==> config.mk <==
export PLATFORM = sky130hd
export DESIGN_NAME = spi_slave_param
export DESIGN_NICKNAME = d
export VERILOG_FILES = /design/src/rtl/spi_slave_param.sv
export SDC_FILE = /design/constraint.sdc
export NUM_CORES = 1
export LEC_CHECK = 0
export BUFFER_PORTS_ARGS = -buffer_cell sky130_fd_sc_hd__buf_2
export CAP_MARGIN = 20
export CORE_MARGIN = 8
export CORE_UTILIZATION = 45
export DETAILED_ROUTE_END_ITERATION = 7
export PLACE_DENSITY = 0.63
export SYNTH_ARGS = -nofsm -noshare
export SYNTH_HDL_FRONTEND = slang
export SYNTH_SLANG_ARGS = --single-unit
==> constraint.sdc <==
create_clock -name clk -period 2.3 [get_ports clk]
set_input_delay 0.115 -clock clk [delete_from_list [all_inputs] [get_ports clk]]
set_output_delay 0.115 -clock clk [all_outputs]
set_load 0.01 [all_outputs]
==> src/rtl/spi_slave_param.sv <==
// rtl/spi_slave_param.sv - SPI slave: 2-bit command + DATA_W payload frames, read-address/read-data readout.
// Optional odd-parity bit after the frame when SPI_SLAVE_PARITY_EN is defined.
module spi_slave_param #(
  parameter int DATA_W = 8
) (
  input  logic              clk,
  input  logic              rst,
  input  logic              SS_n,
  input  logic              MOSI,
  output logic              MISO,
  output logic [DATA_W+1:0] rx_data,
  output logic              rx_valid,
  input  logic [DATA_W-1:0] tx_data,
  input  logic              tx_valid,
  output logic              busy,
  output logic              frame_err,
  output logic              parity_err
);

  localparam int FRAME_W = DATA_W + 2;
  localparam int CNT_W   = $clog2(FRAME_W + 2);
  localparam int TXC_W   = $clog2(DATA_W + 2);
`ifdef SPI_SLAVE_PARITY_EN
  localparam int DONE_CNT = FRAME_W;
  localparam int SHIFT_W  = FRAME_W;
`else
  localparam int DONE_CNT = FRAME_W - 1;
  localparam int SHIFT_W  = FRAME_W - 1;
`endif

  typedef enum logic [2:0] {IDLE, CHK_CMD, WRITE, READ_ADD, READ_DATA} state_t;

  state_t              state, state_nxt;
  logic [CNT_W-1:0]    cnt;
  logic [SHIFT_W-1:0]  shift_q;
  logic [FRAME_W-1:0]  rx_data_q;
  logic                rx_valid_q;
  logic                frame_err_q;
  logic                miso_q;
  logic                rd_addr_flag;
  logic [DATA_W-1:0]   tx_shift;
  // 0: awaiting tx_valid, 1..DATA_W: bits driven, DATA_W+1: readout finished
  logic [TXC_W-1:0]    tx_cnt;
`ifdef SPI_SLAVE_PARITY_EN
  logic                parity_err_q;
`endif
  logic                frame_done;
  logic                rd_pending;

  assign frame_done = (cnt == CNT_W'(DONE_CNT));
  assign rd_pending = (state == READ_DATA) && (tx_cnt < TXC_W'(DATA_W));

  always_ff @(posedge clk) begin
    if (rst) state <= IDLE;
    else     state <= state_nxt;
  end

  always_comb begin
    state_nxt = state;
    case (state)
      IDLE:    if (!SS_n) state_nxt = CHK_CMD;
      CHK_CMD: begin
        if (SS_n)              state_nxt = IDLE;
        else if (!MOSI)        state_nxt = WRITE;
        else if (rd_addr_flag) state_nxt = READ_DATA;
        else                   state_nxt = READ_ADD;
      end
      default: if (SS_n) state_nxt = IDLE;
    endcase
  end

  always_comb begin
    busy      = (state != IDLE);
    MISO      = miso_q;
    rx_data   = rx_data_q;
    rx_valid  = rx_valid_q;
    frame_err = frame_err_q;
`ifdef SPI_SLAVE_PARITY_EN
    parity_err = parity_err_q;
`else
    parity_err = 1'b0;
`endif
  end

  always_ff @(posedge clk) begin
    if (rst) begin
      cnt          <= '0;
      shift_q      <= '0;
      rx_data_q    <= '0;
      rx_valid_q   <= 1'b0;
      frame_err_q  <= 1'b0;
      miso_q       <= 1'b0;
      rd_addr_flag <= 1'b0;
      tx_shift     <= '0;
      tx_cnt       <= '0;
`ifdef SPI_SLAVE_PARITY_EN
      parity_err_q <= 1'b0;
`endif
    end else begin
      rx_valid_q  <= 1'b0;
      frame_err_q <= 1'b0;
`ifdef SPI_SLAVE_PARITY_EN
      parity_err_q <= 1'b0;
`endif
      case (state)
        IDLE: begin
          cnt    <= '0;
          tx_cnt <= '0;
          miso_q <= 1'b0;
        end
        CHK_CMD: begin
          cnt    <= '0;
          tx_cnt <= '0;
          miso_q <= 1'b0;
          if (SS_n) frame_err_q <= 1'b1;
          else      shift_q <= {shift_q[SHIFT_W-2:0], MOSI};
        end
        default: begin
          if (SS_n) begin
            miso_q <= 1'b0;
            if (!frame_done || rd_pending) frame_err_q <= 1'b1;
          end else if (!frame_done) begin
            cnt <= cnt + CNT_W'(1);
`ifdef SPI_SLAVE_PARITY_EN
            if (cnt == CNT_W'(FRAME_W - 1)) begin
              if (^{shift_q, MOSI}) begin
                rx_data_q  <= shift_q;
                rx_valid_q <= 1'b1;
                if (state == READ_ADD)       rd_addr_flag <= 1'b1;
                else if (state == READ_DATA) rd_addr_flag <= 1'b0;
              end else begin
                parity_err_q <= 1'b1;
              end
            end else begin
              shift_q <= {shift_q[SHIFT_W-2:0], MOSI};
            end
`else
            shift_q <= {shift_q[SHIFT_W-2:0], MOSI};
            if (cnt == CNT_W'(FRAME_W - 2)) begin
              rx_data_q  <= {shift_q, MOSI};
              rx_valid_q <= 1'b1;
              if (state == READ_ADD)       rd_addr_flag <= 1'b1;
              else if (state == READ_DATA) rd_addr_flag <= 1'b0;
            end
`endif
          end else if (state == READ_DATA) begin
            if (tx_cnt == '0) begin
              if (tx_valid) begin
                tx_shift <= {tx_data[DATA_W-2:0], 1'b0};
                miso_q   <= tx_data[DATA_W-1];
                tx_cnt   <= TXC_W'(1);
              end
            end else if (tx_cnt < TXC_W'(DATA_W)) begin
              miso_q   <= tx_shift[DATA_W-1];
              tx_shift <= {tx_shift[DATA_W-2:0], 1'b0};
              tx_cnt   <= tx_cnt + TXC_W'(1);
            end else if (tx_cnt == TXC_W'(DATA_W)) begin
              miso_q <= 1'b0;
              tx_cnt <= tx_cnt + TXC_W'(1);
            end
          end
        end
      endcase
    end
  end

endmodule

Yosys cells after proc, flatten, opt, wreduce, memory -nomap -nowiden
Cells that the tools add are included.
{"block": "word_totals", "register_bits": 42, "out_inout_bits": 15, "wordCells": 76}
{"block": "classes", "addsub": 2, "n_lt_le_gt_ge": 1, "n_eq_ne": 9, "muxes": 28, "bitwise": 4, "reduce_logical": 22}
{"cell": "2-to-1 mux 9 bit", "count": 3}
{"cell": "2-to-1 mux 8 bit", "count": 3}
{"cell": "one-hot mux 9 bit (2 select lines)", "count": 1}
{"cell": "2-to-1 mux 4 bit", "count": 4}
{"cell": "2-to-1 mux 3 bit", "count": 5}
{"cell": "== test 4 bit (second input constant)", "count": 3}
{"cell": "2-to-1 mux 1 bit", "count": 10}
{"cell": "AND reduction 5 bit", "count": 2}
{"cell": "nonzero test 3 bit", "count": 3}
{"cell": "adder 4 x 1 -> 4 bit (second input constant)", "count": 2}
{"cell": "AND reduction 4 bit", "count": 2}
{"cell": "one-hot mux 3 bit (2 select lines)", "count": 1}
{"cell": "AND reduction 6 bit", "count": 1}
{"cell": "OR reduction 5 bit", "count": 1}
{"cell": "logical NOT 4 bit", "count": 1}
{"cell": "less-than comparator 4 bit (second input constant)", "count": 1}
{"cell": "inequality test 2 bit (second input constant)", "count": 2}
{"cell": "NOT 1 bit", "count": 4}
{"cell": "AND reduction 2 bit", "count": 2}
{"cell": "nonzero test 2 bit", "count": 2}
{"cell": "OR reduction 4 bit", "count": 1}
{"cell": "== test 3 x 1 -> 1 bit (second input constant)", "count": 1}
{"cell": "== test 3 x 2 -> 1 bit (second input constant)", "count": 1}
{"cell": "== test 3 bit (second input constant)", "count": 1}
{"cell": "9 further kinds", "count": 9}

Logic depth before layout (Yosys ltp)
Gate-level depths: netlist of run 1.
{"block": "depth", "word_depth": 6, "depth_mapped": 8, "mapped_depth_nobuf": 6}

Worst setup path before layout of run 1
Ideal clock, no wire load.
{"block": "synth_timing", "path_type": "register to register", "startpoint": "register cnt[1]", "endpoint": "register shift_q[2]", "setup_ns": 0.128, "t_arrival_ns": 1.536, "path_slack_ns": 0.636, "path_stages_with_launch": 9, "path_buffers": 2, "synth_period_minus_slack_ns": 1.664, "path_cell_list": "dfxtp_1 -> inv_1 -> ha_1 -> and3b_1 -> buf_2 -> a211oi_2 -> buf_4 -> mux2i_1 -> nor2_1"}
{"block": "synth_between", "elab_chain_len": 3}
{"item": "from (decl)", "line_no": "34", "rtl": "logic [CNT_W-1:0] cnt;"}
{"item": "from (signal assigned)", "line_no": "123", "rtl": "cnt <= cnt + CNT_W'(1);"}
{"item": "== test 4 bit", "line_no": "50", "rtl": "assign frame_done = (cnt == CNT_W'(DONE_CNT));"}
{"item": "inequality test 2 x 1 -> 1 bit (no source line)"}
{"item": "AND reduction 3 bit (no source line)"}
{"item": "to (signal assigned)", "line_no": "116", "rtl": "else shift_q <= {shift_q[SHIFT_W-2:0], MOSI};"}
{"item": "to (signal assigned)", "line_no": "138", "rtl": "shift_q <= {shift_q[SHIFT_W-2:0], MOSI};"}
{"item": "to (decl)", "line_no": "35", "rtl": "logic [SHIFT_W-1:0] shift_q;"}
No other way between the ends.
A chain may end at the register's enable or synchronous reset.

Worst setup path after layout of run 1
{"block": "layout_timing", "startpoint": "register cnt[1]", "endpoint": "register rx_data_q[2], in the netlist rx_data[2]"}
{"block": "layout_between", "elab_chain_len": 3, "elab_cells_between_ends": 4, "classes_between": "eq/ne (2); bitwise (1); reduce/logical (1)"}
{"item": "== test 4 bit", "line_no": "50"}
{"item": "NOT 1 bit (no source line)"}
{"item": "AND reduction 4 bit (no source line) *"}
{"item": "to (signal assigned)", "line_no": "140", "rtl": "rx_data_q <= {shift_q, MOSI};"}
{"item": "to (decl)", "line_no": "36", "rtl": "logic [FRAME_W-1:0] rx_data_q;"}
Mark *: on every way between the ends. The rest lies on a longest branch, timed or not.

==> flow_metrics.env, run 1 <==
export IMPL_p_per_area_mw_per_mm2=613
export IMPL_io_pins=28
export IMPL_cts_max_level=2
export IMPL_crit_required_ns=2.47
export IMPL_p_leak_uw=0.000960
export IMPL_hold_class="in2reg"
export IMPL_skew_ns=0.00533
export IMPL_syn_inst=199
export IMPL_min_path_cells=3
export IMPL_endpoint_kind="register"
export IMPL_drive_gt1_frac=0.233
export IMPL_final_util=0.532
export IMPL_synth_top_cell_by_area="dfxtp_1"
export IMPL_clkTransAtPathRegs_ns=0.08
export IMPL_dp_slack_ns=0.380
export IMPL_drv_slew=0
export IMPL_grt_max_degree=30
export IMPL_antenna_found_initial=0
export IMPL_grt_pass1_vias=1443
export IMPL_start_kind="register"
export IMPL_die_area_mm2=0.00663
export IMPL_antenna_cells=0
export IMPL_finalCritPeriodShare=0.843
export IMPL_grt_usage=0.131
export IMPL_worstMarginPinSlew_ns=0.581
export IMPL_ys_types=42
export IMPL_final_common_cell="dfxtp_1"
export IMPL_die_h_um=81.4
export IMPL_status="completed"
export IMPL_rsz0062_at_grt="false"
export IMPL_post_cts_buffers=0
export IMPL_cts_tree="built"
export IMPL_netlist_area_leader_share=0.427
export IMPL_layout_setup_ws_ns=0.361
export IMPL_initial_utilization=0.474
export IMPL_synth_area_leaders="dfxtp_1 (43%), mux2i_1 (14%), nor2_1 (5.3%)"
export IMPL_async_flop_share=0
export IMPL_grt_ovfl_total=0
export IMPL_dr_total_vias=1490
export IMPL_worst_ir_drop_vdd_mv=0.405
export IMPL_fin_nets=240
export IMPL_final_setup_viol_count=0
export IMPL_yosys_register_bits=41
export IMPL_grt_pass1_wl_um=6830
export IMPL_syn2layout_area_growth_pct=12.1
export IMPL_post_drt_wl_per_cell_um=15.1
export IMPL_crit_type="reg2reg"
export IMPL_reg2reg_depth=5
export IMPL_fp_row_count=23
export IMPL_hold_violations=0
export IMPL_holdWs_ns=0.0849
export IMPL_synth_avg_cell_area_um2=9.67
export IMPL_layout_common_cells="dfxtp_1 (41), mux2i_1 (27), nor2_1 (27)"
export IMPL_synth_edf_count=0
export IMPL_cts_hold_buf=0
export IMPL_drt_initial_drc_count=150
export IMPL_first_pass_iters=4
export IMPL_antenna_left=0
export IMPL_syn_cell_area_mm2=0.00192
export IMPL_drv_cap=0
export IMPL_fmax_ghz=0.516
export IMPL_critPathMaxFanout=10
export IMPL_tns_ns=0
export IMPL_seq_area_frac_synth=0.427
export IMPL_core_region_area_mm2=0.00406
export IMPL_synth_nets=217
export IMPL_cts_repair_resized=0
export IMPL_placement_io_buffers=26
export IMPL_totalWireLength_um=4120
export IMPL_cts_buffer_depth=2
export IMPL_cts_buffers=5
export IMPL_cts_sinks=41
export IMPL_clkLatencyLatePin_ns=0.30
export IMPL_cts_root_buffer="clkbuf_8"
export IMPL_drc=0
export IMPL_dpl_hpwl_um=2990
export IMPL_vias_per_cell=5.46
export IMPL_min_period_ns=1.94
export IMPL_relSlewSlack=0.612
export IMPL_cp_arrival_ns=2.10
export IMPL_routabilityCongestion=0.727
export IMPL_die_x_um=81.4
export IMPL_ys_warn_count=0
export IMPL_yosys_most_used_dff="dfxtp_1"
[cells in the mapped netlist (all sizes together), types with 2 or more instances]
cell,instances
nand2,5
nand4b,3
a31oi,3
nand2b,3
a211oi,2
nor3,8
or3,3
ha,5
o21ai,5
mux2i,27
nand3,4
clkbuf,4
nor2,28
inv,7
a21oi,16
dfxtp,41
buf,11
a311oi,7
[layout make-up]
| class | count | area, um2 |
|---|---|---|
| Clock inverter | 1 | 8.76 |
| Sequential cell | 41 | 821 |
| Multi-Input combinational cell | 136 | 975 |
| Inverter | 7 | 26.3 |
| Clock buffer | 7 | 96.3 |
| Tap cell | 50 | 62.6 |
| Fill cell | 361 | 1900 |
| Timing Repair Buffer | 31 | 168 |
[path summary, 6_finish.rpt]
path	startpoint	endpoint	slack [ns]
worst min-delay path	tx_data[0]	tx_shift[1]	0.08
worst max-delay path	cnt[1]	rx_data[2]	0.36
worst max register to register	cnt[1]	rx_data[2]	0.36
worst min register to register	tx_shift[1]	tx_shift[1]	0.48
[cell families after synthesis]
| logic type | after synthesis | share of synthesized area |
|---|---|---|
| simple gates | 64 | 0.178 |
| flops | 41 | 0.427 |
| compound gates | 37 | 0.145 |
| mux | 27 | 0.140 |
| buf+inv | 22 | 0.0670 |
| fa+ha+maj | 5 | 0.0325 |
| xor+xnor | 2 | 0.00910 |
| other cells | 1 | 0.00195 |
[worst max-delay path: stages, from the launching register on]
cell,delay [ns]
dfxtp_1,0.37
inv_1,0.08
ha_1,0.20
or4_1,0.82
mux2i_1,0.28
nor2_1,0.05
[power breakdown]
part | leakage, uW | switching, uW | internal (uW) | total (uW)
logic | 0.000574 | 42.4 | 28.7 | 71.1
registers | 0.000331 | 5.43 | 713 | 718
clock network | 0.0000549 | 256 | 277 | 533
total | 0.000960 | 303 | 1020 | 1320
[sequential cells by signal, summed over array words and instances, names as in the netlist, 3 cells and up]
signal and count:
cnt 4, rx_data 10, shift_q 9, state 3, tx_cnt 4, tx_shift 7
[metal layers]
metal | track usage | share of wire
met1 | 0.156 | 0.45
met4 | 0.0429 | 0.010
met3 | 0.0497 | 0.056
met2 | 0.213 | 0.48
met5 | 0 | 0
[through the flow]
step | cells | total power [uW] | instance area, um2
after floorplan | 199 | 783 | 1920
after global placement | 265 | 804 | 2050
after detailed placement | 265 | 805 | 2050
after CTS | 273 | 1330 | 2160
after global routing | 273 | 1380 | 2160
final | 273 | 1320 | 2160
Note: power is estimated with default switching activity, not from simulation.
==> run 2: changes to the inputs <==
--- a/config.mk
+++ b/config.mk
@@ -5,6 +5,7 @@
 export SDC_FILE = /design/constraint.sdc
 export NUM_CORES = 1
 export LEC_CHECK = 0
+export ABC_AREA = 1
 export BUFFER_PORTS_ARGS = -buffer_cell sky130_fd_sc_hd__buf_2
 export CAP_MARGIN = 20
 export CORE_MARGIN = 8
==> constraint.sdc (replaced) <==
create_clock -name clk -period 2 [get_ports clk]
set_input_delay 0.1 -clock clk [delete_from_list [all_inputs] [get_ports clk]]
set_output_delay 0.1 -clock clk [all_outputs]
set_load 0.01 [all_outputs]
==> run 2 against run 1 <==
Non-clock buffer count is 3 lower. Wire length shrank 5.4%. Clock skew increased by 0.0046 ns. Register-to-register slack worse by 0.04 ns. Clock power grew 23%. Flip-flop and latch count unchanged. Core utilization increased by 0.80 points. Fmax up 16%. Total power rose by 20%. Die area shrank 2.0%. Combinational power increased by 27%. Sequential power grew 17%.
==> flow_metrics.env, run 2 <==
export IMPL_status="completed"
export IMPL_fill_cells=423
export IMPL_internal_power_uw=1240
export IMPL_antenna_cells=0
export IMPL_finalInstanceArea_mm2=0.00216
export IMPL_die_x_um=80.6
export IMPL_fmax_ghz=0.596
export IMPL_ys_warn_count=0
export IMPL_start_kind="register"
export IMPL_grt_pass1_wl_um=6850
export IMPL_async_flop_share=0
export IMPL_cp_arrival_ns=1.91
export IMPL_fp_row_count=23
export IMPL_io_pins=28
export IMPL_seq_area_frac_synth=0.438
export IMPL_syn_inst=264
export IMPL_drt_initial_drc_count=105
export IMPL_hold_class="in2reg"
export IMPL_skew_ns=0.00992
export IMPL_core_region_area_mm2=0.00400
export IMPL_cts_tree="built"
export IMPL_final_setup_viol_count=0
export IMPL_yosysMostFrequentCell="nor2_1"
export IMPL_cts_buffers=5
export IMPL_pwr_share_clk=0.413
export IMPL_crit_top_cell="nor2_1"
export IMPL_endpoint_kind="register"
export IMPL_crit_type="reg2reg"
export IMPL_initial_utilization=0.469
export IMPL_synthTopCellsByCount="nor2_1 (66), nand2_1 (42), dfxtp_1 (41)"
export IMPL_dr_total_vias=1649
export IMPL_die_area_mm2=0.00649
export IMPL_cp_slowest_cell="dfxtp_1"
export IMPL_cts_root_buffer="clkbuf_8"
export IMPL_clkLatencyLatePin_ns=0.29
export IMPL_cp_num_buf_inv=2
export IMPL_cts_repair_resized=0
export IMPL_relSlewSlack=0.549
export IMPL_yosys_register_bits=41
export IMPL_critPathMaxFanout=11
export IMPL_synth_area_leaders="dfxtp_1 (44%), nor2_1 (13%), nand2_1 (8.4%)"
export IMPL_antenna_found_initial=0
export IMPL_tns_ns=0
export IMPL_worstMarginPinSlew_ns=0.676
export IMPL_synth_avg_cell_area_um2=7.10
export IMPL_rsz0062_at_grt="false"
export IMPL_final_common_cell="nor2_1"
export IMPL_cp_top_family="simple AND/OR/NAND/NOR gates"
export IMPL_hold_violations=0
export IMPL_antenna_left=0
export IMPL_seq_power_share=0.530
export IMPL_synth_top_cell_by_area="dfxtp_1"
export IMPL_crit_chain="inv_1 > ha_1 > nand3_4 > nand2_2 > nor2_2 > nand2_1 > inv_2 > nor2_1 > nor2_1"
export IMPL_drv_slew=0
export IMPL_synth_nets=282
export IMPL_layout_setup_ws_ns=0.322
export IMPL_worst_ir_drop_vdd_mv=0.437
export IMPL_die_h_um=80.6
export IMPL_totalWireLength_um=3890
export IMPL_cts_buffer_depth=2
export IMPL_layout_common_cells="nor2_1 (66), nand2_1 (42), dfxtp_1 (41)"
export IMPL_placement_io_buffers=26
export IMPL_post_drt_wl_per_cell_um=11.3
export IMPL_dpl_hpwl_um=2860
export IMPL_vias_per_cell=4.79
export IMPL_grt_max_degree=28
export IMPL_largest_register_ffs=10
export IMPL_drive_gt1_frac=0.163
export IMPL_clkTransAtPathRegs_ns=0.08
export IMPL_syn_cell_area_mm2=0.00188
export IMPL_dp_slack_ns=0.303
export IMPL_crit_path_max_incr_delay_ns=0.35
export IMPL_syn2layout_area_growth_pct=15.1
export IMPL_grt_ovfl_total=0
export IMPL_netlist_area_leader_share=0.438
export IMPL_yosys_most_used_dff="dfxtp_1"
export IMPL_grt_pass1_vias=1539
export IMPL_p_sw_frac=0.220
export IMPL_fin_nets=311
export IMPL_cts_sinks=41
export IMPL_p_sw_uw=349
export IMPL_p_per_area_mw_per_mm2=736
export IMPL_postPlaceCellArea_mm2=0.00204
export IMPL_cts_max_level=2
export IMPL_grt_usage=0.130
export IMPL_ys_types=26
export IMPL_drc=0
export IMPL_min_period_ns=1.68
export IMPL_p_leak_uw=0.000952
export IMPL_crit_required_ns=2.23
export IMPL_drv_cap=0
export IMPL_synth_edf_count=0
export IMPL_p_comb_frac=0.057
export IMPL_finalCritPeriodShare=0.839
export IMPL_routabilityCongestion=0.807
export IMPL_first_pass_iters=4
[run 2: changes by cell type after synthesis, moves of 4 or more]
cell / change
nor3_1: -7
inv_1: +19
a311oi_2: -6
mux2i_1: -27
inv_2: +4
nor2_1: +39
nand2_1: +37
o21ai_0: +24
nand3_1: +9
[run 2: power groups by stage]
| stage | Sequential, uW | Combinational (uW) | Clock (uW) |
|---|---|---|---|
| floorplan | 857 | 60.3 | 0 |
| global placement | 860 | 87.8 | 0 |
| detailed placement | 860 | 88.2 | 0 |
| CTS | 841 | 90.0 | 679 |
| global route | 843 | 105 | 707 |
| finish | 841 | 90.0 | 656 |
[run 2: final cells by class]
type / count / area [um2] / area share
flip-flops and latches: 41 / 821 / 0.380
clock inverters: 2 / 38.8 / 0.0180
well taps: 50 / 62.6 / 0.0290
repair buffers: 28 / 148 / 0.0684
inverters: 30 / 113 / 0.0522
multi-input cells: 187 / 903 / 0.419
clock buffers: 6 / 72.6 / 0.0336
[run 2: path summary, 6_finish.rpt]
check	start	endpoint	slack, ns	cells past startpoint
worst max register to register	cnt[1]	rx_data[0]	0.32	9
worst min register to register	MISO	MISO	0.48	2
worst max-delay path	cnt[1]	rx_data[0]	0.32	9
worst min-delay path	tx_data[0]	tx_shift[1]	0.05	3
[run 2: logic make-up after synthesis]
family          synth area share
simple gates               0.316
compound gates             0.121
flops                      0.438
buf+inv                   0.0807
fa+ha+maj                 0.0334
xor+xnor                 0.00934
other cells              0.00200
[run 2: per-layer routing]
metal,global-route usage,wire length [um],vias up
met5,0,0,-
met4,0.0436,53,0
met3,0.0502,242,6
met2,0.200,1660,26
met1,0.162,1940,718
li1,-,-,899
[run 2: repair_timing]
item                       in CTS  in global routing
hold buffers                    1                  0
setup endpoints to repair       0                  0
hold endpoints to repair        1                  0
setup buffers                   0                  0
[run 2: worst register-to-register path, stage by stage, from the launching register on]
cell     delay [ns]
dfxtp_1        0.35
inv_1          0.08
ha_1           0.22
nand3_4        0.14
nand2_2        0.10
nor2_2         0.14
nand2_1        0.22
inv_2          0.22
nor2_1         0.06
nor2_1         0.09
[run 2: metrics by stage]
stage	total power, uW	std cells	utilization	hold WS (ns)
3_3_place_gp	948	335	0.509	0.314
6_report	1590	344	0.540	0.0508
5_1_grt	1650	344	0.540	0.0773
4_1_cts	1610	344	0.540	0.0415
3_5_place_dp	949	335	0.509	0.308
2_1_floorplan	917	264	-	0.169
